==> config.mk <==
export PLATFORM = sky130hd
export DESIGN_NAME = fp_add_norm_round
export DESIGN_NICKNAME = d
export VERILOG_FILES = /design/src/rtl/fp_add_norm_round.sv
export SDC_FILE = /design/constraint.sdc
export NUM_CORES = 1
export LEC_CHECK = 0
export CAP_MARGIN = 20
export CORE_ASPECT_RATIO = 1.5
export CORE_MARGIN = 2
export CORE_UTILIZATION = 50
export DETAILED_ROUTE_END_ITERATION = 7
export GPL_TIMING_DRIVEN = 0
export PLACE_DENSITY = 0.71
export SYNTH_ARGS = -nofsm -noshare
export SYNTH_HDL_FRONTEND = slang
export SYNTH_SLANG_ARGS = --single-unit
==> constraint.sdc <==
create_clock -name clk -period 3.9 [get_ports clk]
set_input_delay 0.78 -clock clk [delete_from_list [all_inputs] [get_ports clk]]
set_output_delay 0.78 -clock clk [all_outputs]
set_load 0.02 [all_outputs]
==> src/rtl/fp_add_norm_round.sv <==
`default_nettype none
// ============================================================================
// Module   : fp_add_norm_round
// Purpose  : Significand add/sub, one-bit-per-cycle normalize and
//            round-to-nearest-even stage of a floating-point adder.
// Revision : 1.0  initial release
// ============================================================================
module fp_add_norm_round #(
    parameter int N   = 23,
    parameter int EXP = 8
) (
    input  logic             clk,
    input  logic             reset,
    input  logic             in_valid,
    output logic             in_ready,
    input  logic             in_sign,
    input  logic [EXP-1:0]   in_exp,
    input  logic [N-1:0]     in_big_mant,
    input  logic [N-1:0]     in_small_mant,
    input  logic             in_small_hidden,
    input  logic             in_R,
    input  logic             in_S,
    input  logic             in_sub,
    output logic             out_valid,
    input  logic             out_ready,
    output logic [EXP+N:0]   out_result,
    output logic             out_overflow,
    output logic             out_zero
);

    localparam logic [EXP-1:0] EXP_ONES = '1;
    localparam logic [EXP-1:0] EXP_ONE  = EXP'(1);

    typedef enum logic [2:0] {
        S_IDLE  = 3'd0,
        S_ADD   = 3'd1,
        S_NORM  = 3'd2,
        S_ROUND = 3'd3,
        S_DONE  = 3'd4
    } state_t;

    state_t           state_q;
    logic             sign_q;
    logic             sub_q;
    logic [EXP-1:0]   exp_q;
    logic [N-1:0]     big_q;
    logic [N+2:0]     small_q;   // {hidden, fraction, R, S}
    logic [N+3:0]     w_q;       // {carry, hidden, fraction, G, St}

    logic [N+3:0]     sum_d;
    logic [EXP-1:0]   exp_inc_d;
    logic             rnd_up_d;
    logic [N+1:0]     rnd_m_d;
    logic [N-1:0]     rnd_frac_d;
    logic [EXP-1:0]   rnd_exp_d;
    logic             rnd_hid_d;
    logic             rnd_ovf_d;

    assign in_ready = (state_q == S_IDLE);

    always_comb begin
        sum_d     = sub_q ? ({2'b01, big_q, 2'b00} - {1'b0, small_q})
                          : ({2'b01, big_q, 2'b00} + {1'b0, small_q});
        exp_inc_d = exp_q + EXP_ONE;
        rnd_up_d  = w_q[1] & (w_q[0] | w_q[2]);
        rnd_m_d   = {1'b0, w_q[N+2:2]} + {{(N+1){1'b0}}, rnd_up_d};
        if (rnd_m_d[N+1]) begin
            // Rounding carried past the hidden bit: renormalize right by one.
            rnd_frac_d = rnd_m_d[N:1];
            rnd_exp_d  = exp_inc_d;
            rnd_hid_d  = 1'b1;
        end else begin
            rnd_frac_d = rnd_m_d[N-1:0];
            rnd_exp_d  = exp_q;
            rnd_hid_d  = rnd_m_d[N];
        end
        rnd_ovf_d = rnd_hid_d && (rnd_exp_d == EXP_ONES);
    end

    always_ff @(posedge clk) begin
        if (reset) begin
            state_q      <= S_IDLE;
            out_valid    <= 1'b0;
            out_result   <= '0;
            out_overflow <= 1'b0;
            out_zero     <= 1'b0;
            sign_q       <= 1'b0;
            sub_q        <= 1'b0;
            exp_q        <= '0;
            big_q        <= '0;
            small_q      <= '0;
            w_q          <= '0;
        end else begin
            case (state_q)
                S_IDLE: begin
                    if (in_valid) begin
                        sign_q       <= in_sign;
                        sub_q        <= in_sub;
                        exp_q        <= in_exp;
                        big_q        <= in_big_mant;
                        small_q      <= {in_small_hidden, in_small_mant, in_R, in_S};
                        out_overflow <= 1'b0;
                        out_zero     <= 1'b0;
                        state_q      <= S_ADD;
                    end
                end
                S_ADD: begin
                    if (sum_d == '0) begin
                        out_result <= '0;
                        out_zero   <= 1'b1;
                        out_valid  <= 1'b1;
                        state_q    <= S_DONE;
                    end else if (sum_d[N+3]) begin
                        // Carry out: shift right, fold the lost bit into sticky.
                        w_q   <= {1'b0, sum_d[N+3:2], sum_d[1] | sum_d[0]};
                        exp_q <= exp_inc_d;
                        if (exp_inc_d == EXP_ONES) begin
                            out_result   <= {sign_q, EXP_ONES, {N{1'b0}}};
                            out_overflow <= 1'b1;
                            out_valid    <= 1'b1;
                            state_q      <= S_DONE;
                        end else begin
                            state_q <= S_NORM;
                        end
                    end else begin
                        w_q     <= sum_d;
                        state_q <= S_NORM;
                    end
                end
                S_NORM: begin
                    // Stop at exp==1 so the result degrades into a subnormal.
                    if (w_q[N+2] || (exp_q <= EXP_ONE)) begin
                        state_q <= S_ROUND;
                    end else begin
                        w_q   <= w_q << 1;
                        exp_q <= exp_q - EXP_ONE;
                    end
                end
                S_ROUND: begin
                    if (rnd_ovf_d) begin
                        out_result <= {sign_q, EXP_ONES, {N{1'b0}}};
                    end else begin
                        out_result <= {sign_q, (rnd_hid_d ? rnd_exp_d : {EXP{1'b0}}), rnd_frac_d};
                    end
                    out_overflow <= rnd_ovf_d;
                    out_valid    <= 1'b1;
                    state_q      <= S_DONE;
                end
                S_DONE: begin
                    if (out_ready) begin
                        out_valid <= 1'b0;
                        state_q   <= S_IDLE;
                    end
                end
                default: begin
                    out_valid <= 1'b0;
                    state_q   <= S_IDLE;
                end
            endcase
        end
    end

endmodule
`default_nettype wire

==> impl_results.md <==
* Outcome: finished, violations left
* Failing checks: negative setup slack
* DRT Pass-1 Iters at 6
* Site Rows at 60
* Placer congestion estimate at 0.957
* Die Area at 19100 sq um
* Syn_nets at 1354
* Layout cell share with drive strength beyond 1 at 15.1%
* Post-Place Cells at 1552
* Unique masters post-synth at 81
* Vias in the first global route at 9489
* Worst skew pair latency at 440 ps
* Ys async rst share at 0%
* Fin crit share at 106%
* Nets at 1499
* Top post-synthesis cells by count: 204 x nand2_1, 142 x a21oi_1, 123 x dfxtp_1
* Startpoint Class: flip-flop
* Port-buffer cells at 98
* Share of the yosys chip area belonging to registers at 27.4%
* RSZ-0062 raised after global routing: yes
* Initial antenna violation count at 0
* Tot GR Track Use at 31.9%
* Hold Fails Final Rpt at 0
* Final setup fails at 55
* Clock Root Buffer: clkbuf_16
* Longest Clk Path Bufs at 2
* Num ports at 99
* Mapped Area at 8980 sq um
* CTS tree: done
* Crit path kind: reg2reg
* Max-cap violations at 0
* Largest net degree at the start of global routing at 17
* Clock-pin slew on the worst setup and hold paths at 70 ps
* Area leader, netlist: dfxtp_1
* Initial DRC count at 707
* Top cell type's share of synthesized area at 27.4%
* Total number of vias at 9776
* Area delta synth->final at 33.8%
* First-pass GRT wire length at 48.5 mm
* Critical-path top delay cell: or3_4
* Die Ht at 168 um
* Post-DP HPWL at 23.1 mm
* Die Width at 113 um
* Post-Layout Cell Count at 1612
* Core area at 17800 sq um
* Peak supply drop at 0.000307 V
* Power density cells at 437 nW/um^2
* Wire per inst at 19.3 um
* Synth top area cells: dfxtp_1 27%, nand2_1 8.5%, a21oi_1 7.9%
* Diode count at 0
* Synth Flop Type: dfxtp_1
* Num Clock Sinks at 123
* Final Max Tran Viols at 0
* Drt drc at 0
* Core Util, Final at 67.5%
* Worst-margin pin slew at 1010 ps
* CTS H-Tree Depth at 4
* CP peak stage delay at 430 ps
* Total Wirelength at 31.2 mm
* Critical Path RT at 4220 ps
* Drt via density at 6.06
* Largest fanout on the critical path at 4
* Post-synth EDFFs at 0
* Synth Register Bits at 123
* Slew headroom at 32.7%
* Count leader, synth: nand2_1
* Peak Freq at 242 MHz
* Final worst slack at -231 ps
* Worst min-delay path class: reg2reg
* Leak Pwr at 4.47 nW
* Post-DRT Antenna Nets at 0
* Crit. End Element: flip-flop
* Mean post-synth cell area at 7.26 sq um
* Min Tclk post-route at 4130 ps
* Grt ovf at 0
* CTS Buf Count at 17
* Crit-path cells: ha_4, fa_2, nor2b_4, o211ai_1, buf_4, buf_4, a211oi_1, a211oi_1, xnor2_1, a2111oi_4, nor4b_4, nand4b_1, or3_4, a21o_1, buf_6, buf_12, a2111oi_4
* Starting Density at 50.5%
* Clock Skew at 13.9 ps
* YS warnings at 0
* Overall power at 5.25 mW
* Dpl ws at -930 ps
* Critical path data arrival time at 4460 ps
* Cell count after synthesis at 1237
[power breakdown]
part           internal, mW  switching (mW)  total [mW]
Clock                  1.04           0.693        1.73
Sequential             1.37           0.117        1.48
Combinational         0.807            1.23        2.03
Total                  3.21            2.04        5.25
[metrics by stage]
step	hold WS (ps)	setup TNS, ps	instance area, sq um
finish	460	-9290	12000
global route	477	-14800	12000
CTS	461	-1220	11500
detailed placement	457	-53710	10200
global placement	451	-49010	10200
floorplan	436	0	8980
[logic make-up (layout without fill, tap and decap cells)]
family	Yosys count	in the layout	synth area share, %
adder cells (fa/ha/maj)	54	54	7.61
buffers and inverters	156	314	6.72
flip-flops	123	123	27.4
AO/OA/AOI/OAI	394	394	29.1
AND/OR/NAND/NOR	446	446	22.6
XOR/XNOR	45	45	4.39
multiplexers	19	19	2.15
[state kept, by name (all words and copies together) (netlist names)]
name          flops
sub_q             1
out_overflow      1
big_q            23
out_zero          1
exp_q             8
sign_q            1
w_q              26
out_valid         1
small_q          26
out_result       32
state_q           3
[layout make-up]
| cell class | instances | area, sq um |
|---|---|---|
| sequential | 123 | 2480 |
| inverter | 73 | 280 |
| timing repair buffer | 135 | 1340 |
| buffer | 74 | 352 |
| fill | 1543 | 5780 |
| multi-input combinational | 958 | 6660 |
| clock inverter | 14 | 185 |
| clock buffer | 18 | 439 |
| tap | 217 | 272 |
[path summary, 6_finish.rpt]
check,startpoint,endpoint,slack (ps),depth (start not counted)
setup / recovery,big_q[0],out_result[27],-230,17
hold / removal,out_result[29],out_result[29],460,2
setup reg to reg,big_q[0],out_result[27],-230,17
hold reg to reg,out_result[29],out_result[29],460,2
[layout by cell type, fill, tap and decap left out, types with 11 or more instances in the layout]
cell type	netlist	layout
buf_4	1	31
nor3_1	32	25
mux2i_1	17	17
ha_1	53	40
o21ai_1	7	12
inv_1	71	67
nand4_1	13	13
a21oi_1	142	128
o31ai_1	16	13
nand2_1	204	202
clkbuf_1	70	52
o21ai_0	73	62
a211oi_1	23	17
nand3_1	37	37
xor2_1	16	16
clkdlybuf4s50_1	0	98
xnor2_1	29	20
dfxtp_1	123	116
clkbuf_16	0	18
o32ai_1	11	11
nor2_1	86	80
[metal layers]
layer | global-route usage, % | vias to the layer above | routed length (um)
met4 | 16.6 | 0 | 1810
met3 | 4.64 | 118 | 1150
met1 | 33.0 | 4585 | 11500
li1 | - | 4737 | -
met2 | 60.7 | 336 | 16700
met5 | 0 | - | 0
[critical path, delay by kind of cell, from the launching register on]
| family | cells | cell delay (ps) |
|---|---|---|
| compound gates | 6 | 1290 |
| simple gates | 4 | 1040 |
| buf+inv | 4 | 620 |
| fa+ha+maj | 2 | 510 |
| flops | 1 | 370 |
| xor+xnor | 1 | 170 |
[repair_timing]
item	in CTS	in global routing
pin swaps	36	27
setup endpoints to repair	71	65
buffers inserted	20	14
cloned	2	1
resized for setup	97	87
hold buffers	0	0
No activity file was read; power rests on OpenSTA's default activity.
